===== src/rtl/lmu_meas_ctrl.sv =====
// Sequencing controller for LMU measurement interpretation: latches one logical-measurement
// record, evaluates its interpreted outcome, and owns sign/byproduct/magic-state "a" state.

`ifndef PP_I
`define PP_I 2'b00
`endif
`ifndef PP_X
`define PP_X 2'b01
`endif
`ifndef PP_Z
`define PP_Z 2'b10
`endif
`ifndef PP_Y
`define PP_Y 2'b11
`endif
`ifndef FBXORZ_INVALID
`define FBXORZ_INVALID 2'b00
`endif
`ifndef FBXORZ_X
`define FBXORZ_X 2'b01
`endif
`ifndef FBXORZ_Z
`define FBXORZ_Z 2'b10
`endif
`ifndef MEASSIGN_PLUS
`define MEASSIGN_PLUS 1'b0
`endif

module lmu_meas_ctrl #(
  parameter int unsigned NUM_LQ = 2
) (
  input  logic                  clk,
  input  logic                  rst,
  input  logic                  meas_valid,
  output logic                  meas_ready,
  input  logic [NUM_LQ*2-1:0]   lpplist,
  input  logic [NUM_LQ*2-1:0]   byproduct,
  input  logic                  meas_sign,
  input  logic                  init_meas,
  input  logic                  byproduct_check,
  input  logic                  meas_is_a,
  input  logic                  sign_upd_valid,
  input  logic [NUM_LQ-1:0]     sign_upd_x,
  input  logic [NUM_LQ-1:0]     sign_upd_z,
  input  logic                  lq_clear,
  input  logic                  a_valid,
  input  logic                  a_val,
  output logic                  out_valid,
  input  logic                  out_ready,
  output logic                  final_meas,
  output logic [NUM_LQ*2-1:0]   byproduct_acc,
  output logic [1:0]            measfb_xorz,
  output logic                  busy
);

  typedef enum logic [1:0] {StIdle, StEval, StOut} state_e;

  state_e                state_q;
  logic [NUM_LQ*2-1:0]   lpp_q;
  logic [NUM_LQ*2-1:0]   bpp_q;
  logic                  sign_q;
  logic                  init_q;
  logic                  bchk_q;
  logic                  is_a_q;
  logic [NUM_LQ-1:0]     sign_x_acc;
  logic [NUM_LQ-1:0]     sign_z_acc;
  logic                  a_sign;
  logic                  a_taken;

  logic                  not_commute;
  logic                  lqsign;
  logic                  meas_calc;
  logic                  fb_fire;

  always_comb begin
    not_commute = 1'b0;
    lqsign      = 1'b0;
    for (int i = 0; i < int'(NUM_LQ); i++) begin
      logic [1:0] lp;
      logic [1:0] bp;
      lp = lpp_q[i*2 +: 2];
      bp = bpp_q[i*2 +: 2];
      not_commute ^= (lp != bp) && (lp != `PP_I) && (bp != `PP_I);
      unique case (lp)
        `PP_X:   lqsign ^= sign_x_acc[i];
        `PP_Z:   lqsign ^= sign_z_acc[i];
        `PP_Y:   lqsign ^= sign_x_acc[i] ^ sign_z_acc[i];
        default: ;
      endcase
    end
    meas_calc = (not_commute & bchk_q) ^ lqsign ^ sign_q ^ init_q;
  end

  // Gated by rst so the code reads INVALID while reset is held.
  assign fb_fire     = a_valid & ~a_taken & ~rst;
  assign measfb_xorz = !fb_fire         ? `FBXORZ_INVALID :
                       (a_val ^ a_sign) ? `FBXORZ_X : `FBXORZ_Z;
  assign meas_ready  = (state_q == StIdle);
  assign busy        = (state_q != StIdle);

  always_ff @(posedge clk) begin
    if (rst) begin
      state_q       <= StIdle;
      lpp_q         <= '0;
      bpp_q         <= '0;
      sign_q        <= 1'b0;
      init_q        <= 1'b0;
      bchk_q        <= 1'b0;
      is_a_q        <= 1'b0;
      sign_x_acc    <= '0;
      sign_z_acc    <= '0;
      byproduct_acc <= '0;
      a_sign        <= `MEASSIGN_PLUS;
      a_taken       <= 1'b0;
      final_meas    <= 1'b0;
      out_valid     <= 1'b0;
    end else begin
      unique case (state_q)
        StIdle: begin
          if (meas_valid) begin
            lpp_q   <= lpplist;
            bpp_q   <= byproduct;
            sign_q  <= meas_sign;
            init_q  <= init_meas;
            bchk_q  <= byproduct_check;
            is_a_q  <= meas_is_a;
            state_q <= StEval;
          end
        end
        StEval: begin
          final_meas <= meas_calc;
          out_valid  <= 1'b1;
          state_q    <= StOut;
        end
        StOut: begin
          if (out_ready) begin
            out_valid <= 1'b0;
            state_q   <= StIdle;
          end
        end
        default: state_q <= StIdle;
      endcase

      if (lq_clear) begin
        sign_x_acc    <= '0;
        sign_z_acc    <= '0;
        byproduct_acc <= '0;
      end else begin
        if (sign_upd_valid) begin
          sign_x_acc <= sign_x_acc ^ sign_upd_x;
          sign_z_acc <= sign_z_acc ^ sign_upd_z;
        end
        if (state_q == StEval) byproduct_acc <= byproduct_acc ^ bpp_q;
      end

      // A fresh capture re-arms feedback even if the old value fires this same cycle.
      if (lq_clear) begin
        a_sign  <= `MEASSIGN_PLUS;
        a_taken <= 1'b1;
      end else if (state_q == StEval && is_a_q) begin
        a_sign  <= meas_calc;
        a_taken <= 1'b0;
      end else if (fb_fire) begin
        a_taken <= 1'b1;
      end
    end
  end

endmodule


===== config.mk =====
export PLATFORM = sky130hd
export DESIGN_NAME = lmu_meas_ctrl
export DESIGN_NICKNAME = d
export VERILOG_FILES = /design/src/rtl/lmu_meas_ctrl.sv
export SDC_FILE = /design/constraint.sdc
export NUM_CORES = 1
export LEC_CHECK = 0
export CAP_MARGIN = 40
export CORE_MARGIN = 2
export CORE_UTILIZATION = 35
export DETAILED_ROUTE_END_ITERATION = 12
export HOLD_SLACK_MARGIN = 0.03
export REMOVE_ABC_BUFFERS = 1
export SYNTH_ARGS = -nofsm -noshare
export SYNTH_HDL_FRONTEND = slang
export SYNTH_SLANG_ARGS = --single-unit
export TNS_END_PERCENT = 100

===== constraint.sdc =====
create_clock -name clk -period 1.8 [get_ports clk]
set_input_delay 0.18 -clock clk [delete_from_list [all_inputs] [get_ports clk]]
set_output_delay 0.18 -clock clk [all_outputs]
set_load 0.03 [all_outputs]

==> metrics.txt <==
Post-Layout Cell Count=221; Net Sw Frac=23.56%; # Max-Cap Violations=0; CTS resizes=1; routability cong.=0.7801; # Post-CTS Setup Buffers=0; synth-to-layout area growth=38.62%; Global Route Usage Sum=about 14%; share of cells above drive strength 1=8.475%; Leak=0.6276 nW; met3 Use GR=between 4 and 5%; port bufs=33; WP data arrival=between 1.5 and 2 ns; wire per inst=10.37 um; grt total ovfl=0; Clock Path Buffers=2; Max rail drop VDD=~0.00051 V; #FFs+latches synth=26; Yosys top cell area share=45.51%; type of the worst min-delay path=in2reg; GRT Max-Usage Layer=met2; via count=1,013; Comb pwr share=16.6%; Slew headroom=71.28%; critical path start-end classification=reg2reg; sequential area share after synthesis=between 40 and 50%; M2 GR Usage=23.71%; largest net degree at the start of global routing=16; initial antenna violation count=0; RR Endpoint=final_meas; Clock Root Buffer=clkbuf_4; initial core utilization=between 30% and 40%; final hold vios=0; R2R Path Start=init_q; Sequential Power Share=51.2%; clock skew=0.008163 ns; Hold Path End=bpp_q[3]; fin worst setup slack=0.1502 ns; TritonCTS buffer count=3; hold path depth=3; DRT antenna net count=0; HPWL after DPL=1828 um; run status=finished clean; crit end category=flop; GR Util met1=15.97%; CTS sink cnt=26; Synthesis Warnings=0; flop-to-flop setup slack=approximately 0.15 ns; # fillers=a little under 300; Initial DRC Count=45; antenna cells=0; placed insts=about 220; cts-stage hold buffer count=0; Final Max Slew Viols=0; Core ar.=3078 um2; clock-pin slew on the worst setup and hold paths=approximately 0.14 ns; cell taking the most area after synthesis=dfxtp_1; I/O Pins=34; CTS tree=done; Least-Margin Pin Slew=0.4298 ns; reg2reg path depth=5; first-pass GRT wire length=a little under 4000 um; nets@finish=202; period utilization=91.66%; row cnt=20; Sw Pwr=0.2882 mW; # DRC=0; die width=between 60 and 70 um; Int Pwr=between 0.9 and 1 mW; Worst Setup Slack post-DPL=~0.16 ns; PwrDens=slightly below 800 nW/um2; Post-Syn Area=1144 um2; die height=61.16 um; die area=3741 um2; clock network fraction of design power=32.2%; synthesized instance count=roughly 140; top post-synthesis cells by area=dfxtp_1, nand2_1, xor2_1, a21oi_1, nor2_1; H-Tree Depth=1; vias in the first global route=922; crit path launch type=flop; Clock Latency Late Sink=0.32 ns; final setup vio count=0; CP startpoint=init_q; DRT Pass-1 Iters=5; final WL=2291 um; critical path peak fanout=4; Synth cell types=23; Crit path required time=2.04 ns; Setup TNS=0 ns; FMAX=roughly 610 MHz; fin crit period=1.650 ns; critical hold path startpoint=byproduct[3]; mean area per synthesized cell=roughly 8.1 um2; vias per std cell=4.584; RSZ-0062 raised after global routing=no
worst max-delay path by stage:
stage	end	slack (ns)	cells after the start
floorplan	final_meas	0.23	5
global placement	final_meas	0.19	5
detailed placement	final_meas	0.16	5
finish	final_meas	0.15	5
CTS	busy	0.02	3
global route	final_meas	0.07	5
area by class of cell:
type / count / area [um2] / area share (%)
clock buffers: 3 / 22.52 / 1.421
repair buffers: 37 / 356.6 / 22.49
inverters: 4 / 15.01 / 0.9471
well taps: 44 / 55.05 / 3.473
clock inverters: 1 / 30.03 / 1.894
flip-flops and latches: 26 / 520.5 / 32.83
multi-input cells: 106 / 585.6 / 36.94
synthesized netlist by cell type (all sizes together):
library cell and instances:
inv 4, a211oi 1, nand2b 1, nand2 43, o311ai 1, o21ai 2
nand4 2, xnor2 5, nand3 2, xnor3 1, buf 1, or2 1
and3 1, nor2b 1, dfxtp 26, nor2 18, clkbuf 4, a21oi 14
xor2 10, a2111o 2, and2 1
cell families after synthesis:
| group | share of synthesized area (%) |
|---|---|
| flip-flops | 45.51 |
| XOR/XNOR | 15.86 |
| buffers and inverters | 3.282 |
| AO/OA/AOI/OAI | 10.39 |
| AND/OR/NAND/NOR | 24.95 |
sequential cells by signal (all words and copies together) (netlist names), 2 cells and up:
register and flops:
bpp_q 4, byproduct_acc 4, lpp_q 4, sign_x_acc 2, sign_z_acc 2, state_q 2
power by group through the flow:
stage,combinational (mW),clock (mW),sequential (mW)
3_3_place_gp,0.204,0,0.639
5_1_grt,0.223,0.423,0.632
6_report,0.203,0.394,0.627
4_1_cts,0.206,0.410,0.627
3_5_place_dp,0.206,0,0.640
2_1_floorplan,0.100,0,0.640
worst max-delay path, stage by stage (launching register included):
cell and delay [ns]:
dfxtp_1 0.37, xor2_1 0.18, xnor3_2 0.38, xnor2_2 0.18, a2111o_1 0.39, o311ai_1 0.08
routing by layer:
metal / up-vias / wire [um] / part of all wire (%)
li1: 528 / - / -
met1: 462 / 1028 / 45
met2: 21 / 1110 / 48
met3: 2 / 136 / 5.9
met4: 0 / 15 / 0.65
met5: - / 0 / 0
layout by cell type, fill, tap and decap left out, drive strengths merged, types with 2 or more instances in the layout:
master	count
a2111o	2
a21oi	14
buf	6
clkbuf	3
clkdlybuf4s50	29
dfxtp	26
inv	4
nand2	43
nand3	2
nand4	2
nor2	18
o21ai	2
xnor2	5
xor2	10
per-stage QoR:
| stage | hold slack, ns | util [%] | power, mW | area [um2] |
|---|---|---|---|---|
| after CTS | 0.3797 | 51.42 | 1.243 | 1583 |
| after global routing | 0.3802 | 51.50 | 1.278 | 1585 |
| after detailed placement | 0.4533 | 49.76 | 0.8464 | 1531 |
| final | 0.3982 | 51.50 | 1.223 | 1585 |
| after global placement | 0.4538 | 49.76 | 0.8426 | 1531 |
| after floorplan | 0.2491 | - | 0.7406 | 1121 |
Note: power is estimated with default switching activity, not from simulation.
